`src/rtl/serial_adder_pkg.sv`:
```
// Shared types for the bit-serial adder: FSM state encoding and counter sizing.
package serial_adder_pkg;

    typedef enum logic [1:0] {
        S_IDLE  = 2'd0,
        S_SHIFT = 2'd1,
        S_DONE  = 2'd2
    } state_t;

    // Bit counter must hold 0..width so the last-bit index is always representable.
    function automatic int cnt_width(input int width);
        return $clog2(width + 1);
    endfunction

endpackage

```
`src/rtl/fa_bit.sv`:
```
// Full-adder bit slice from two half adders plus an OR for carry.
// Combinational, zero latency, no flow control.
module fa_bit (
    input  logic a,
    input  logic b,
    input  logic cin,
    output logic s,
    output logic cout
);

    logic s0;
    logic c0;
    logic c1;

    ha u_ha0 (.a(a),  .b(b),   .s(s0), .c(c0));
    ha u_ha1 (.a(s0), .b(cin), .s(s),  .c(c1));

    assign cout = c0 | c1;

endmodule

```
`src/rtl/ha.sv`:
```
// Half-adder cell: combinational, zero latency, no flow control.
module ha (
    input  logic a,
    input  logic b,
    output logic s,
    output logic c
);

    assign s = a ^ b;
    assign c = a & b;

endmodule

```
`src/rtl/serial_adder.sv`:
```
// Bit-serial WIDTH-bit adder, LSB first; done pulses WIDTH+1 cycles after start is accepted.
// start is only sampled while ready=1; requests during SHIFT/DONE are dropped, not queued.
module serial_adder
    import serial_adder_pkg::*;
#(
    parameter int WIDTH = 8
) (
    input  logic             clk,
    input  logic             rst_n,
    input  logic             start,
    input  logic [WIDTH-1:0] a_in,
    input  logic [WIDTH-1:0] b_in,
    output logic             ready,
    output logic             done,
    output logic [WIDTH-1:0] sum_out,
    output logic             carry_out
);

    localparam int CW = cnt_width(WIDTH);
    localparam logic [CW-1:0] LAST = CW'(WIDTH - 1);

    state_t           state;
    state_t           state_nxt;
    logic [WIDTH-1:0] a_sh;
    logic [WIDTH-1:0] b_sh;
    logic [WIDTH-1:0] res_sh;
    logic [WIDTH-1:0] res_nxt;
    logic [CW-1:0]    cnt;
    logic             carry;
    logic             s_bit;
    logic             c_bit;
    logic             last_bit;

    fa_bit u_fa (
        .a    (a_sh[0]),
        .b    (b_sh[0]),
        .cin  (carry),
        .s    (s_bit),
        .cout (c_bit)
    );

    // New sum bit enters at the MSB; after WIDTH shifts bit 0 holds the first sum bit.
    assign res_nxt  = WIDTH'({s_bit, res_sh} >> 1);
    assign last_bit = (cnt == LAST);

    always_ff @(posedge clk or negedge rst_n) begin
        if (!rst_n) begin
            state <= S_IDLE;
        end else begin
            state <= state_nxt;
        end
    end

    always_comb begin
        state_nxt = state;
        ready     = 1'b0;
        done      = 1'b0;
        unique case (state)
            S_IDLE: begin
                ready = 1'b1;
                if (start) state_nxt = S_SHIFT;
            end
            S_SHIFT: begin
                if (last_bit) state_nxt = S_DONE;
            end
            S_DONE: begin
                done      = 1'b1;
                state_nxt = S_IDLE;
            end
            default: state_nxt = S_IDLE;
        endcase
    end

    always_ff @(posedge clk or negedge rst_n) begin
        if (!rst_n) begin
            a_sh      <= '0;
            b_sh      <= '0;
            res_sh    <= '0;
            carry     <= 1'b0;
            cnt       <= '0;
            sum_out   <= '0;
            carry_out <= 1'b0;
        end else begin
            if (state == S_IDLE && start) begin
                a_sh   <= a_in;
                b_sh   <= b_in;
                res_sh <= '0;
                carry  <= 1'b0;
                cnt    <= '0;
            end else if (state == S_SHIFT) begin
                a_sh   <= a_sh >> 1;
                b_sh   <= b_sh >> 1;
                res_sh <= res_nxt;
                carry  <= c_bit;
                if (last_bit) begin
                    sum_out   <= res_nxt;
                    carry_out <= c_bit;
                end else begin
                    cnt <= cnt + 1'b1;
                end
            end
        end
    end

endmodule
```
`config.mk`:
```
export PLATFORM = sky130hd
export DESIGN_NAME = serial_adder
export DESIGN_NICKNAME = d
export VERILOG_FILES = /design/src/rtl/serial_adder_pkg.sv /design/src/rtl/fa_bit.sv /design/src/rtl/ha.sv /design/src/rtl/serial_adder.sv
export SDC_FILE = /design/constraint.sdc
export NUM_CORES = 1
export LEC_CHECK = 0
export ABC_CLOCK_PERIOD_IN_PS = 2200
export BUFFER_PORTS_ARGS = -buffer_cell sky130_fd_sc_hd__buf_2
export CORE_MARGIN = 5
export CORE_UTILIZATION = 40
export CTS_BUF_LIST = sky130_fd_sc_hd__clkbuf_2 sky130_fd_sc_hd__clkbuf_4 sky130_fd_sc_hd__clkbuf_8
export DETAILED_ROUTE_END_ITERATION = 16
export PLACE_DENSITY = 0.63
export SLEW_MARGIN = 10
export SYNTH_ARGS = -nofsm -noshare
export SYNTH_HDL_FRONTEND = slang
export SYNTH_SLANG_ARGS = --single-unit
```
`constraint.sdc`:
```
create_clock -name clk -period 2.2 [get_ports clk]
set_input_delay 0.33 -clock clk [delete_from_list [all_inputs] [get_ports clk]]
set_output_delay 0.33 -clock clk [all_outputs]
set_load 0.01 [all_outputs]
```
==> key figures <==
Clocking
  • H-tree Lvls: 2
  • Post-CTS Hold Fix Bufs: 0
  • Clock Tree Root: clkbuf_8
  • Number of buffers created by CTS: 5
  • Post-CTS Resized: 0
  • Postcts setup bufs: 0
  • CTS tree: built
  • Worst-Skew Late Latency: 0.28 ns
  • Clk sinks: 39
  • Worst-path clk slew: 0.07 ns
  • Max Root-Sink Buffers: 2

Logic synthesis
  • Cell taking the most area after synthesis: dfrtp_1
  • Commonest cells in the synthesized netlist: 39 x dfrtp_1, 15 x nand2_1, 15 x o21ai_0
  • Number of synthesized flops with an enable pin: 0
  • Count leader, synth: dfrtp_1
  • Most common flop cell mapped by yosys: dfrtp_1
  • Flops & latches, synth: 39
  • Netlist cell types: 29
  • Mapped Area: 1730 um^2
  • Synth area leaders: dfrtp_1 57%, mux2_4 7.8%, a22oi_1 6.1%, o21ai_0 4.4%, a22o_1 4.1%
  • Async set-reset flop share out of synthesis: 100%
  • Syn avg cell area: 12.0 um^2
  • Top cell type's share of synthesized area: 56.6%
  • Syn_nets: 165
  • Ys Warns: 0
  • Gate Count Post-Synth: 144
  • Post-synthesis sequential area ratio: 56.6%

STA
  • Final count of hold timing violations: 0
  • Tmin final: 1.72 ns
  • Slew HR: 34.0%
  • Period Utilization, post-route: 78.3%
  • Fin worst setup slack: 0.477 ns
  • Worst-margin pin slew: 0.989 ns
  • Worst clock skew: 0.00531 ns
  • Slew Limit Fails: 0
  • TNS Setup: 0 ns
  • Fmax: 580 MHz
  • Hold Slack: 0.145 ns
  • Final setup violation count: 0
  • Unrepaired setup endpoints after global routing: no

Min path
  • HP Class: in2async

Critical path
  • Highest-delay cell along the critical path: nor2b_1
  • Crit path capture type: flip-flop
  • WP data arrival: 1.92 ns
  • Critical path type: reg2reg
  • Crit-path max cell delay: 0.76 ns
  • Buf+Inv Stages, Crit Path: 0
  • Worst setup SP type: flip-flop
  • Start point of the critical path: state[0]$_DFFE_PN0P_
  • Crit-path max FO: 13
  • Worst-path cell chain: nor2b_1 -> a22oi_1 -> o21ai_0
  • FF-to-FF Start: state[0]$_DFFE_PN0P_
  • Data required, critical path: 2.40 ns
  • CP top delay family: simple AND/OR/NAND/NOR gates

Placement
  • HPWL after DPL: 2270 um
  • Port-buffer cells: 29
  • Cell area after placement: 1890 um^2
  • DP Worst Slack: 0.496 ns
  • Gpl congestion: 0.731
  • Dpl cells: 216

Global route
  • Largest net degree at the start of global routing: 40
  • First-pass GRT wire length: 5810 um
  • Grt ovf: 0
  • Vias in the first global route: 1229
  • GR Util All Layers: 13.6%
  • Initial antenna violation count: 0

Floorplanning
  • Core area: 4090 um^2
  • Die Y: 75.7 um
  • Die area: 5730 um^2
  • Die Wd: 75.7 um
  • Io pins: 30
  • Row Count: 23
  • Initial Utilization: 42.2%

Power
  • P_leak: 0.956 nW
  • Design Power: 2.72 mW
  • Maximum vdd drop: 0.567 mV
  • Pwr per Cell Area: 1350 nW/um^2

Cells and area
  • Non-filler cells in the finished layout: 224
  • Layout area overhead: 16.6%
  • # fillers: 392
  • # nets final: 194
  • Layout cells sized above 1: 32.2%
  • Core Util, Final: 49.2%
  • Finished layout cell area: 2010 um^2
  • Antenna Cells: 0

Run status
  • Status: finished clean

Detailed routing
  • DR iter-0 viols: 53
  • Vias per inst: 5.42
  • Post-route DRC: 0
  • WL per Instance: 14.9 um
  • Vias: 1214
  • Drt pass-1 iters: 4
  • WL final: 3350 um
  • Routed Antenna Nets: 0

Job
  • Max-cap violations: 0
## layout make-up
cell class                      count  area (um^2)  area share, %
Sequential cell                    39          976           48.5
Multi-Input combinational cell     94          684           34.0
Timing Repair Buffer               32          168           8.33
Clock buffer                        6         82.6           4.10
Tap cell                           50         62.6           3.11
Clock inverter                      2         35.0           1.74
Inverter                            1         3.75          0.187
## power by group
part / switching, mW / internal [mW] / leakage [nW]
combinational: 0.424 / 0.477 / 0.386
sequential: 0.212 / 1.00 / 0.508
clock: 0.235 / 0.367 / 0.0612
## worst reg2reg max path: cells and delay by family, from the launching register on
family | cells | cell delay (ns)
simple gates | 1 | 0.76
flops | 1 | 0.51
compound gates | 2 | 0.37
## placed cells by master (no fill, tap or decap), types with 2 or more instances in the layout
master / netlist / layout
clkbuf_8: 0 / 6
nand3_1: 3 / 3
nor2_1: 2 / 2
a21oi_1: 6 / 6
o21ai_0: 15 / 15
nand2_1: 15 / 15
dfrtp_1: 39 / 39
a22o_1: 8 / 8
nor2b_1: 6 / 6
mux2_4: 9 / 9
a22oi_1: 14 / 14
nor3_1: 3 / 3
buf_2: 3 / 29
buf_4: 1 / 3
## sequential cells by signal, summed over array words and instances, names as in the netlist
name	count
carry	1
state	2
b_sh	8
carry_out	1
res_sh	7
a_sh	8
sum_out	8
cnt	4
## routing by layer
metal,share of wire (%),vias to the layer above,GRT usage (%)
met4,1.3,0,5.83
met1,45,595,16.9
met3,5.5,5,3.69
li1,-,580,-
met5,0,-,0
met2,48,34,22.3
## worst paths after layout
path,endpoint,slack [ns],cells past startpoint
min,sum_out[5]$_DFFE_PN0P_,0.14,1
max reg2reg,b_sh[6]$_DFFE_PN0P_,0.48,3
max,b_sh[6]$_DFFE_PN0P_,0.48,3
min in group clk,a_sh[7]$_DFFE_PN0P_,0.31,2
max in group asynchronous,cnt[0]$_DFFE_PN0P_,1.53,1
min reg2reg,a_sh[2]$_DFFE_PN0P_,0.49,2
## cell families after synthesis
family	after synthesis	share of synthesized area (%)
buffers and inverters	11	3.77
muxes	10	8.48
adders and majority gates	2	1.89
AOI/OAI and AO/OA	47	18.6
and+or+nand+nor	35	10.7
DFF	39	56.6
No activity file was read; power rests on OpenSTA's default activity.
